[config.mk]
export PLATFORM = sky130hd
export DESIGN_NAME = codinv_thora
export DESIGN_NICKNAME = d
export VERILOG_FILES = /design/src/rtl/codinv_thora_pkg.sv /design/src/rtl/codinv_thora_bcd_digit_sub.sv /design/src/rtl/codinv_thora.sv
export SDC_FILE = /design/constraint.sdc
export NUM_CORES = 1
export LEC_CHECK = 0
export ABC_AREA = 1
export BUFFER_PORTS_ARGS = -buffer_cell sky130_fd_sc_hd__buf_2
export CORE_AREA = 2 2 54 56
export DETAILED_ROUTE_END_ITERATION = 10
export DIE_AREA = 0 0 56 58
export PLACE_DENSITY = 0.72
export SLEW_MARGIN = 25
export SYNTH_ARGS = -nofsm -noshare
export SYNTH_HDL_FRONTEND = slang
export SYNTH_SLANG_ARGS = --single-unit
export TNS_END_PERCENT = 10
[constraint.sdc]
create_clock -name clk -period 2.5 [get_ports clk]
set_input_delay 0.5 -clock clk [delete_from_list [all_inputs] [get_ports clk]]
set_output_delay 0.5 -clock clk [all_outputs]
set_load 0.1 [all_outputs]
[src/rtl/codinv_thora_pkg.sv]
// Shared definitions for the BCD hour-complement encoder.
//   state_e        : FSM encoding (IDLE, SUB_UNI, SUB_DEC, HOLD)
//   BCD_DIGIT_MAX  : largest legal BCD digit
//   *_MAX_*        : maximum-value digits for hour and minute/second use
//   bcd_invalid()  : range check of a two-digit BCD value against a maximum
package thora_pkg;

    typedef enum logic [1:0] {
        IDLE    = 2'd0,
        SUB_UNI = 2'd1,
        SUB_DEC = 2'd2,
        HOLD    = 2'd3
    } state_e;

    localparam logic [3:0] BCD_DIGIT_MAX = 4'd9;

    localparam logic [3:0] HOUR_MAX_DEC = 4'd2;
    localparam logic [3:0] HOUR_MAX_UNI = 4'd3;
    localparam logic [3:0] MIN_MAX_DEC  = 4'd5;
    localparam logic [3:0] MIN_MAX_UNI  = 4'd9;

    // Tens digit decides first; units only matter when the tens digits tie.
    function automatic logic bcd_invalid(input logic [3:0] dec,
                                         input logic [3:0] uni,
                                         input logic [3:0] max_dec,
                                         input logic [3:0] max_uni);
        return (dec > BCD_DIGIT_MAX) | (uni > BCD_DIGIT_MAX) |
               (dec > max_dec) | ((dec == max_dec) & (uni > max_uni));
    endfunction

endpackage

[src/rtl/codinv_thora_bcd_digit_sub.sv]
// Combinational single-digit BCD subtract: diff = a - b - bin (mod 10).
//   a, b : BCD digits (minuend, subtrahend)
//   bin  : borrow in
//   diff : BCD result digit
//   bout : borrow out (set when a < b + bin)
module bcd_digit_sub (
    input  logic [3:0] a,
    input  logic [3:0] b,
    input  logic       bin,
    output logic [3:0] diff,
    output logic       bout
);

    logic [4:0] raw;

    always_comb begin
        raw  = {1'b0, a} - {1'b0, b} - {4'b0000, bin};
        bout = raw[4];
        // A negative raw difference wraps into the next decade by adding 10.
        diff = raw[4] ? (raw[3:0] + 4'd10) : raw[3:0];
    end

endmodule

[src/rtl/codinv_thora.sv]
// Registered BCD complement encoder: returns MAX - value as a BCD pair.
//   clk, reset          : clock, asynchronous active-low reset
//   in_valid/in_ready   : input handshake (in_ready high only in IDLE)
//   in_dec, in_uni      : tens / units BCD digits of the input value
//   out_valid/out_ready : result handshake, result held until accepted
//   code_dec, code_uni  : tens / units BCD digits of MAX - value
//   err                 : input out of range; result forced to 00
module codinv_thora
    import thora_pkg::*;
#(
    parameter logic [3:0] MAX_DEC = HOUR_MAX_DEC,
    parameter logic [3:0] MAX_UNI = HOUR_MAX_UNI
) (
    input  logic       clk,
    input  logic       reset,
    input  logic       in_valid,
    output logic       in_ready,
    input  logic [3:0] in_dec,
    input  logic [3:0] in_uni,
    output logic       out_valid,
    input  logic       out_ready,
    output logic [3:0] code_dec,
    output logic [3:0] code_uni,
    output logic       err
);

    state_e     state_q, state_d;
    logic [3:0] dec_q, dec_d;
    logic [3:0] uni_q, uni_d;
    logic       bad_q, bad_d;
    logic       borrow_q, borrow_d;
    logic [3:0] code_dec_q, code_dec_d;
    logic [3:0] code_uni_q, code_uni_d;
    logic       err_q, err_d;
    logic       out_valid_q, out_valid_d;

    logic [3:0] sub_a;
    logic [3:0] sub_b;
    logic       sub_bin;
    logic [3:0] sub_diff;
    logic       sub_bout;

    // One subtractor serves both digits; operands follow the current state.
    always_comb begin
        if (state_q == SUB_DEC) begin
            sub_a   = MAX_DEC;
            sub_b   = dec_q;
            sub_bin = borrow_q;
        end else begin
            sub_a   = MAX_UNI;
            sub_b   = uni_q;
            sub_bin = 1'b0;
        end
    end

    bcd_digit_sub u_sub (
        .a    (sub_a),
        .b    (sub_b),
        .bin  (sub_bin),
        .diff (sub_diff),
        .bout (sub_bout)
    );

    always_comb begin
        state_d     = state_q;
        dec_d       = dec_q;
        uni_d       = uni_q;
        bad_d       = bad_q;
        borrow_d    = borrow_q;
        code_dec_d  = code_dec_q;
        code_uni_d  = code_uni_q;
        err_d       = err_q;
        out_valid_d = out_valid_q;

        unique case (state_q)
            IDLE: begin
                if (in_valid) begin
                    dec_d   = in_dec;
                    uni_d   = in_uni;
                    bad_d   = bcd_invalid(in_dec, in_uni, MAX_DEC, MAX_UNI);
                    state_d = SUB_UNI;
                end
            end
            SUB_UNI: begin
                if (bad_q) begin
                    code_uni_d = '0;
                    borrow_d   = 1'b0;
                end else begin
                    code_uni_d = sub_diff;
                    borrow_d   = sub_bout;
                end
                state_d = SUB_DEC;
            end
            SUB_DEC: begin
                code_dec_d  = bad_q ? '0 : sub_diff;
                err_d       = bad_q;
                out_valid_d = 1'b1;
                state_d     = HOLD;
            end
            HOLD: begin
                if (out_ready) begin
                    out_valid_d = 1'b0;
                    state_d     = IDLE;
                end
            end
            default: state_d = IDLE;
        endcase
    end

    always_ff @(posedge clk or negedge reset) begin
        if (!reset) begin
            state_q     <= IDLE;
            dec_q       <= '0;
            uni_q       <= '0;
            bad_q       <= 1'b0;
            borrow_q    <= 1'b0;
            code_dec_q  <= '0;
            code_uni_q  <= '0;
            err_q       <= 1'b0;
            out_valid_q <= 1'b0;
        end else begin
            state_q     <= state_d;
            dec_q       <= dec_d;
            uni_q       <= uni_d;
            bad_q       <= bad_d;
            borrow_q    <= borrow_d;
            code_dec_q  <= code_dec_d;
            code_uni_q  <= code_uni_d;
            err_q       <= err_d;
            out_valid_q <= out_valid_d;
        end
    end

    assign in_ready  = (state_q == IDLE);
    assign out_valid = out_valid_q;
    assign code_dec  = code_dec_q;
    assign code_uni  = code_uni_q;
    assign err       = err_q;

endmodule

==> out/summary.txt, run 1 <==
Slew Viols, Final = 0
Vias per Instance = 4.749
mux share of post-synthesis cell area = 4.444%
number of clock sinks = 22
clock-pin slew on the worst setup and hold paths = 0.13 ns
maximum clock skew at final layout = 0.009995 ns
antenna violations before repair = 0
antenna viol nets, final = 0
post-synthesis compound-gate area fraction = 7.980%
tightest slew margin relative to the limit = 67.60%
via count of the first global-routing pass = 970
Routed wire per std cell = 11.56 um
post-route minimum period = 2.472 ns
detailed-router iteration count before antenna repair = 4
sort of element at the end of the critical path = flop
die area = 0.003248 mm2
remaining global-route overflow = 0
main combinational cell family by area after synthesis = simple AND/OR/NAND/NOR gates
initial standard-cell utilization of the core = 46.52%
worst hold path type = in2async
post-synthesis average cell area = 9.042 um2
critical path class = reg2reg
number of warnings issued by yosys = 0
Die Span X = 56 um
post-synthesis cell type with the largest combined area = sky130_fd_sc_hd__dfrtp_1
delay of the slowest cell on the worst path = 0.45 ns
Worst Setup Start Kind = flop
Starting DRT DRC Count = 16
worst path buffer plus inverter count = 4
critical path cell sequence = inv_2 > ha_4 > inv_6 > nand2_4 > nand2_2 > fa_2 > inv_2 > ha_4 > fa_2 > ha_4 > clkinv_2 > nand2_2 > nand3_2 > o21ai_2
max-cap check violation count = 0
post-place setup slack = -0.09208 ns
Worst EP required = 2.74 ns
first-pass GRT wire length = 4.146 mm
largest cells by area after synthesis = sky130_fd_sc_hd__dfrtp_1, sky130_fd_sc_hd__nand2_1, sky130_fd_sc_hd__ha_1
PnR worst setup slack = 0.02825 ns
critical-path maximum fanout = 4
Post-synth top flop = sky130_fd_sc_hd__dfrtp_1
post-synth top area share = 44.44%
placeable core area = 0.002663 mm2
family with the most delay on the worst path = adder cells
number of rows created at floorplan = 19
# H-tree levels = 1
TritonCTS clock tree = done
total of flip-flops plus latches after synthesis = 22
post-synthesis share of cell area spent on full adders, half adders and majority gates = 11.31%
number of synthesized flops with an enable pin = 0
CTS Root Cell = sky130_fd_sc_hd__clkbuf_4
pin slew with the least headroom to its limit = 0.4860 ns
Post-layout nets = 195
portion of the clock cycle consumed by the worst path in the final layout = 98.87%
number of distinct library cells after synthesis = 26
number of buffers created by CTS = 3
most common cell after layout, fill and taps aside = sky130_fd_sc_hd__nand2_1
remaining routing DRC violations = 0
arrival time of data at the critical path endpoint = 2.71 ns
detailed-route wire length = 2.347 mm
gp weighted congestion = 0.7622
Post-Syn Instances = 137
Synth Area in Simple Gates = 24.04%
setup repair after global routing missed its margin = true
routed via count = 964
PortBufs = 22
detailed placement HPWL = 1.790 mm
largest net degree at the start of global routing = 23
post-synthesis async set-or-reset flop share = 100.0%
critical path's slowest cell = sky130_fd_sc_hd__fa_2
area post-placement = 0.001419 mm2
count of final hold-check violations = 0
cell type with the highest occurrence count on the critical path = sky130_fd_sc_hd__ha_4
Setup-failing EPs final = 0
global-route usage over all layers = 16.15%
syn_nets = 159
area growth from synthesis to layout = 27.68%
clock insertion delay at the later pin of the skew report = 0.31 ns
run status = complete, no violations
area share of xor/xnor cells in the synthesized design = 0%
antenna diode count = 0
count of boundary I/O pins = 23
post-route cell area = 0.001582 mm2
proportion of synthesized chip area in sequential cells = 44.44%
commonest non-fill, non-tap cells in the layout = sky130_fd_sc_hd__nand2_1, sky130_fd_sc_hd__buf_2, sky130_fd_sc_hd__dfrtp_1, sky130_fd_sc_hd__buf_4, sky130_fd_sc_hd__inv_1
Clock Path Buffers = 2
share of layout cells above drive strength 1 = 40.70%
post-synthesis instance area = 0.001239 mm2
Die Height = 58 um
highest clock rate = 404.6 MHz
[flip-flops by register name, summed over array words and instances (netlist names)]
register / cells
code_dec: 4
bad_q: 1
uni_q: 4
state_q: 2
out_valid: 1
code_uni: 4
err: 1
dec_q: 4
borrow_q: 1
[repair_timing]
action	in CTS	in global routing
hold buffers	0	0
pin swaps	7	4
endpoints found under the hold margin	0	0
endpoints found under the setup margin	4	4
buffers inserted	4	3
resized for setup	8	5
[metrics by stage]
step / util [%] / hold WS (ns) / std cells / setup TNS (ns)
2_1_floorplan: - / 0.2044 / 137 / 0
3_3_place_gp: 53.29 / 0.4590 / 192 / 0
3_5_place_dp: 53.29 / 0.4615 / 192 / -0.2047
4_1_cts: 57.28 / 0.1470 / 200 / -0.05579
5_1_grt: 59.40 / 0.1461 / 203 / -0.2472
6_report: 59.40 / 0.1295 / 203 / 0
[metal layers]
| metal | vias to the layer above | track usage, % | routed length, um |
|---|---|---|---|
| met5 | - | 0 | 0 |
| met3 | 2 | 2.232 | 103 |
| met2 | 24 | 28.24 | 1178 |
| met1 | 431 | 20.92 | 1053 |
| met4 | 0 | 5.102 | 12 |
| li1 | 507 | - | - |
[area by class of cell]
type | count | area [um2]
Clock buffer | 3 | 22.52
Clock inverter | 1 | 30.03
Fill cell | 250 | 1081
Inverter | 20 | 81.33
Multi-Input combinational cell | 93 | 664.4
Sequential cell | 22 | 551.8
Tap cell | 31 | 38.79
Timing Repair Buffer | 33 | 192.7
[cell usage after synthesis (2+ instances only)]
cell,number
sky130_fd_sc_hd__nand2_1,36
sky130_fd_sc_hd__inv_2,6
sky130_fd_sc_hd__inv_1,12
sky130_fd_sc_hd__a21oi_1,5
sky130_fd_sc_hd__dfrtp_1,22
sky130_fd_sc_hd__nor3_1,2
sky130_fd_sc_hd__mux2_1,4
sky130_fd_sc_hd__ha_1,8
sky130_fd_sc_hd__nand3b_1,2
sky130_fd_sc_hd__o21ai_1,9
sky130_fd_sc_hd__o22ai_1,2
sky130_fd_sc_hd__nor2_1,3
sky130_fd_sc_hd__nand2_4,3
sky130_fd_sc_hd__nand4_1,2
sky130_fd_sc_hd__nand2_2,7
sky130_fd_sc_hd__fa_1,2
sky130_fd_sc_hd__nand3_2,2
sky130_fd_sc_hd__nand3_1,2
[worst paths after layout]
check / from / to / slack (ns) / cells after the start
max reg2reg: state_q[0] / code_dec[2] / 0.03 / 14
min: reset / code_uni[3] / 0.13 / 1
max in group asynchronous: reset / state_q[1] / 2.02 / 1
min in group clk: in_uni[0] / uni_q[0] / 0.39 / 2
max: state_q[0] / code_dec[2] / 0.03 / 14
min reg2reg: code_dec[3] / code_dec[3] / 0.49 / 2
[worst register-to-register path: cells and delay by family, from the launching register on]
kind | cells | cell delay (ns)
compound gates | 1 | 0.12
fa+ha+maj | 5 | 1.39
buf+inv | 4 | 0.28
flops | 1 | 0.41
simple gates | 4 | 0.22
[cells by family after synthesis]
kind of cell	after synthesis
compound gates	18
fa+ha+maj	10
buf+inv	22
flops	22
mux	5
simple gates	60
Power of run 1 is not shown: default switching activity piles up to over one toggle a cycle in this logic, so the estimate is an artifact.
==> run 2, diff against run 1 <==
- CORE_AREA: 2 2 54 56 -> 2 2 41 81
- DIE_AREA: 0 0 56 58 -> 0 0 43 83
- SYNTH_HIERARCHICAL: unset -> 1
==> out/summary.txt, run 2 <==
top cells by instance count after synthesis = sky130_fd_sc_hd__nand2_1, sky130_fd_sc_hd__inv_1, sky130_fd_sc_hd__dfrtp_1
number of warnings issued by yosys = 6 (+6)
antenna viol nets, final = 0 (unchanged)
area share of xor/xnor cells in the synthesized design = 0.6178% (+0.62 points)
most common cell after layout, fill and taps aside = sky130_fd_sc_hd__nand2_1
largest net degree at the start of global routing = 23 (unchanged)
gp weighted congestion = 0.8080 (+6.0%)
routed via count = 1179 (+22%)
Starting DRT DRC Count = 32 (+16)
post-synthesis compound-gate area fraction = 9.356% (+1.4 points)
non-filler cells in the finished layout = 245 (+21%)
Worst Setup Start Kind = flop
maximum clock skew at final layout = 0.002139 ns (-0.007856 ns)
Post-layout nets = 242 (+24%)
max-cap check violation count = 0 (unchanged)
post-synthesis average cell area = 8.101 um2 (-10%)
hold slack = 0.1924 ns (+0.06287 ns)
initial standard-cell utilization of the core = 48.17% (+1.6 points)
most frequently used cell type in the post-synthesis netlist = sky130_fd_sc_hd__nand2_1
remaining global-route overflow = 0 (unchanged)
remaining routing DRC violations = 0 (unchanged)
post-synthesis async set-or-reset flop share = 100.0% (unchanged)
Clock Path Buffers = 2 (unchanged)
largest cells by area after synthesis = sky130_fd_sc_hd__dfrtp_1, sky130_fd_sc_hd__nand2_1, sky130_fd_sc_hd__ha_1
detailed-router iteration count before antenna repair = 4 (unchanged)
global-route usage over all layers = 18.62% (+2.5 points)
share of layout cells above drive strength 1 = 38.60% (-2.1 points)
post-synthesis instance area = 0.001418 mm2 (+14%)
# placed instances = 235 (+22%)
arrival time of data at the critical path endpoint = 2.63 ns (-0.08 ns)
number of buffers created by CTS = 3 (unchanged)
antenna diode count = 0 (unchanged)
area growth from synthesis to layout = 27.36%
number of distinct library cells after synthesis = 25 (-3.8%)
worst hold path type = in2async
antenna violations before repair = 0 (unchanged)
Post-synth top flop = sky130_fd_sc_hd__dfrtp_1
proportion of synthesized chip area in sequential cells = 38.83% (-5.6 points)
violations in the final reports = setup timing
run status = finished with violations
post-synthesis share of cell area spent on full adders, half adders and majority gates = 13.42% (+2.1 points)
detailed placement HPWL = 2.254 mm (+26%)
portion of the clock cycle consumed by the worst path in the final layout = 100.0% (+1.2 points)
mux share of post-synthesis cell area = 0% (-4.4 points)
placeable core area = 0.002943 mm2 (+11%)
# H-tree levels = 1 (unchanged)
post-synthesis cell type with the largest combined area = sky130_fd_sc_hd__dfrtp_1
number of synthesized flops with an enable pin = 0 (unchanged)
Post-CTS Hold Buffers = 0 (unchanged)
Die Span X = 43 um (-23%)
Vias per Instance = 4.812 (+1.3%)
sort of element at the end of the critical path = flop
post-route minimum period = 2.501 ns (+0.02883 ns)
Synth Area in Simple Gates = 26.21% (+2.2 points)
clock-pin slew on the worst setup and hold paths = 0.08 ns (-0.05 ns)
critical path class = reg2reg
commonest non-fill, non-tap cells in the layout = sky130_fd_sc_hd__nand2_1, sky130_fd_sc_hd__inv_1, sky130_fd_sc_hd__dfrtp_1, sky130_fd_sc_hd__buf_2, sky130_fd_sc_hd__buf_4
Slew Viols, Final = 0 (unchanged)
Post-Syn Instances = 175 (+28%)
main combinational cell family by area after synthesis = simple AND/OR/NAND/NOR gates
total of flip-flops plus latches after synthesis = 22 (unchanged)
setup repair after global routing missed its margin = true
count of boundary I/O pins = 23 (unchanged)
clock insertion delay at the later pin of the skew report = 0.26 ns (-0.05 ns)
critical-path maximum fanout = 4 (unchanged)
detailed-route wire length = 3.034 mm (+29%)
count of final hold-check violations = 0 (unchanged)
number of fill cells in the layout = 264 (+5.6%)
post-synth top area share = 38.83% (-5.6 points)
Die Height = 83 um (+43%)
Worst EP required = 2.63 ns (-0.11 ns)
highest clock rate = 399.9 MHz (-1.2%)
TritonCTS clock tree = done
number of rows created at floorplan = 28 (+9)
first-pass GRT wire length = 5.154 mm (+24%)
die area = 0.003569 mm2 (+9.9%)
Setup-failing EPs final = 1 (+1)
Routed wire per std cell = 12.38 um (+7.1%)
via count of the first global-routing pass = 1217 (+25%)
CTS Root Cell = sky130_fd_sc_hd__clkbuf_8
PortBufs = 22 (unchanged)
number of clock sinks = 22 (unchanged)
PnR worst setup slack = -0.0005769 ns (-0.02883 ns)
==> run 2: cell count changes after synthesis, sizes merged, moves of 3 or more <==
| cell | change |
|---|---|
| mux2 | -4 |
| ha | +4 |
| o21ai | +5 |
| nor2 | +3 |
| inv | +11 |
| nand3 | +8 |
| nand2 | +17 |
==> run 2: final timing paths <==
path                        startpoint           to  slack (ns)  cells past startpoint
setup / recovery            state_q[0]  code_uni[3]     -0.0006                     16
hold / removal                   reset   state_q[1]        0.19                      1
setup reg to reg            state_q[0]  code_uni[3]     -0.0006                     16
hold reg to reg            code_dec[3]  code_dec[3]        0.48                      2
max in group asynchronous        reset     uni_q[1]        1.98                      1
min in group clk             in_uni[0]     uni_q[0]        0.43                      3
==> run 2: cells by family (layout without fill, tap and decap cells) <==
| family | Yosys count | after routing |
|---|---|---|
| fa+ha+maj | 14 | 14 |
| flops | 22 | 22 |
| compound gates | 20 | 20 |
| xor+xnor | 1 | 1 |
| simple gates | 82 | 82 |
| buf+inv | 34 | 70 |
| other cells | 2 | 6 |
==> run 2: per-stage QoR <==
stage	setup TNS, ns	util, %	cell area, um2	setup slack [ns]
after global placement	0	54.63	1608	0.003417
final	-0.0005769	61.35	1805	-0.0005769
after detailed placement	-0.1775	54.63	1608	-0.07380
after global routing	-0.5964	61.35	1805	-0.09516
after floorplan	0	-	1441	0.01994
after CTS	0	57.44	1690	0.03066
==> run 2: repair_timing <==
item | CTS | global route
buffers inserted | 2 | 4
resized for setup | 3 | 29
setup endpoints to repair | 7 | 7
pin swaps | 3 | 13
==> run 2: area by class of cell <==
| type | count | area [um2] | share of cell area, % |
|---|---|---|---|
| clock buffers | 4 | 55.05 | 3.049 |
| inverters | 30 | 115.1 | 6.376 |
| well taps | 30 | 37.54 | 2.079 |
| flip-flops and latches | 22 | 550.5 | 30.49 |
| multi-input cells | 123 | 828.3 | 45.88 |
| repair buffers | 36 | 219.0 | 12.13 |
==> run 2: routing by layer <==
metal	share of wire [%]	global-route usage, %	wire [um]	up-vias
met5	0	0	0	-
met4	1.9	8.540	59	0
met3	1.3	1.522	40	4
met2	58	35.12	1756	14
met1	39	19.55	1178	553
li1	-	-	-	608
==> run 2: critical path, cell delays in order, from the launching register on <==
cell	delay (ns)
sky130_fd_sc_hd__dfrtp_1	0.39
sky130_fd_sc_hd__inv_2	0.08
sky130_fd_sc_hd__ha_4	0.17
sky130_fd_sc_hd__inv_4	0.05
sky130_fd_sc_hd__buf_6	0.11
sky130_fd_sc_hd__fa_2	0.41
sky130_fd_sc_hd__fa_2	0.43
sky130_fd_sc_hd__inv_2	0.08
sky130_fd_sc_hd__nand2_4	0.06
sky130_fd_sc_hd__nand2_4	0.10
sky130_fd_sc_hd__nand2_4	0.06
sky130_fd_sc_hd__nand2_4	0.08
sky130_fd_sc_hd__nand2_4	0.07
sky130_fd_sc_hd__nand3_2	0.08
sky130_fd_sc_hd__nand2_2	0.07
sky130_fd_sc_hd__nand3_2	0.06
sky130_fd_sc_hd__o21ai_1	0.07
Power of run 2 is left out for the same reason.
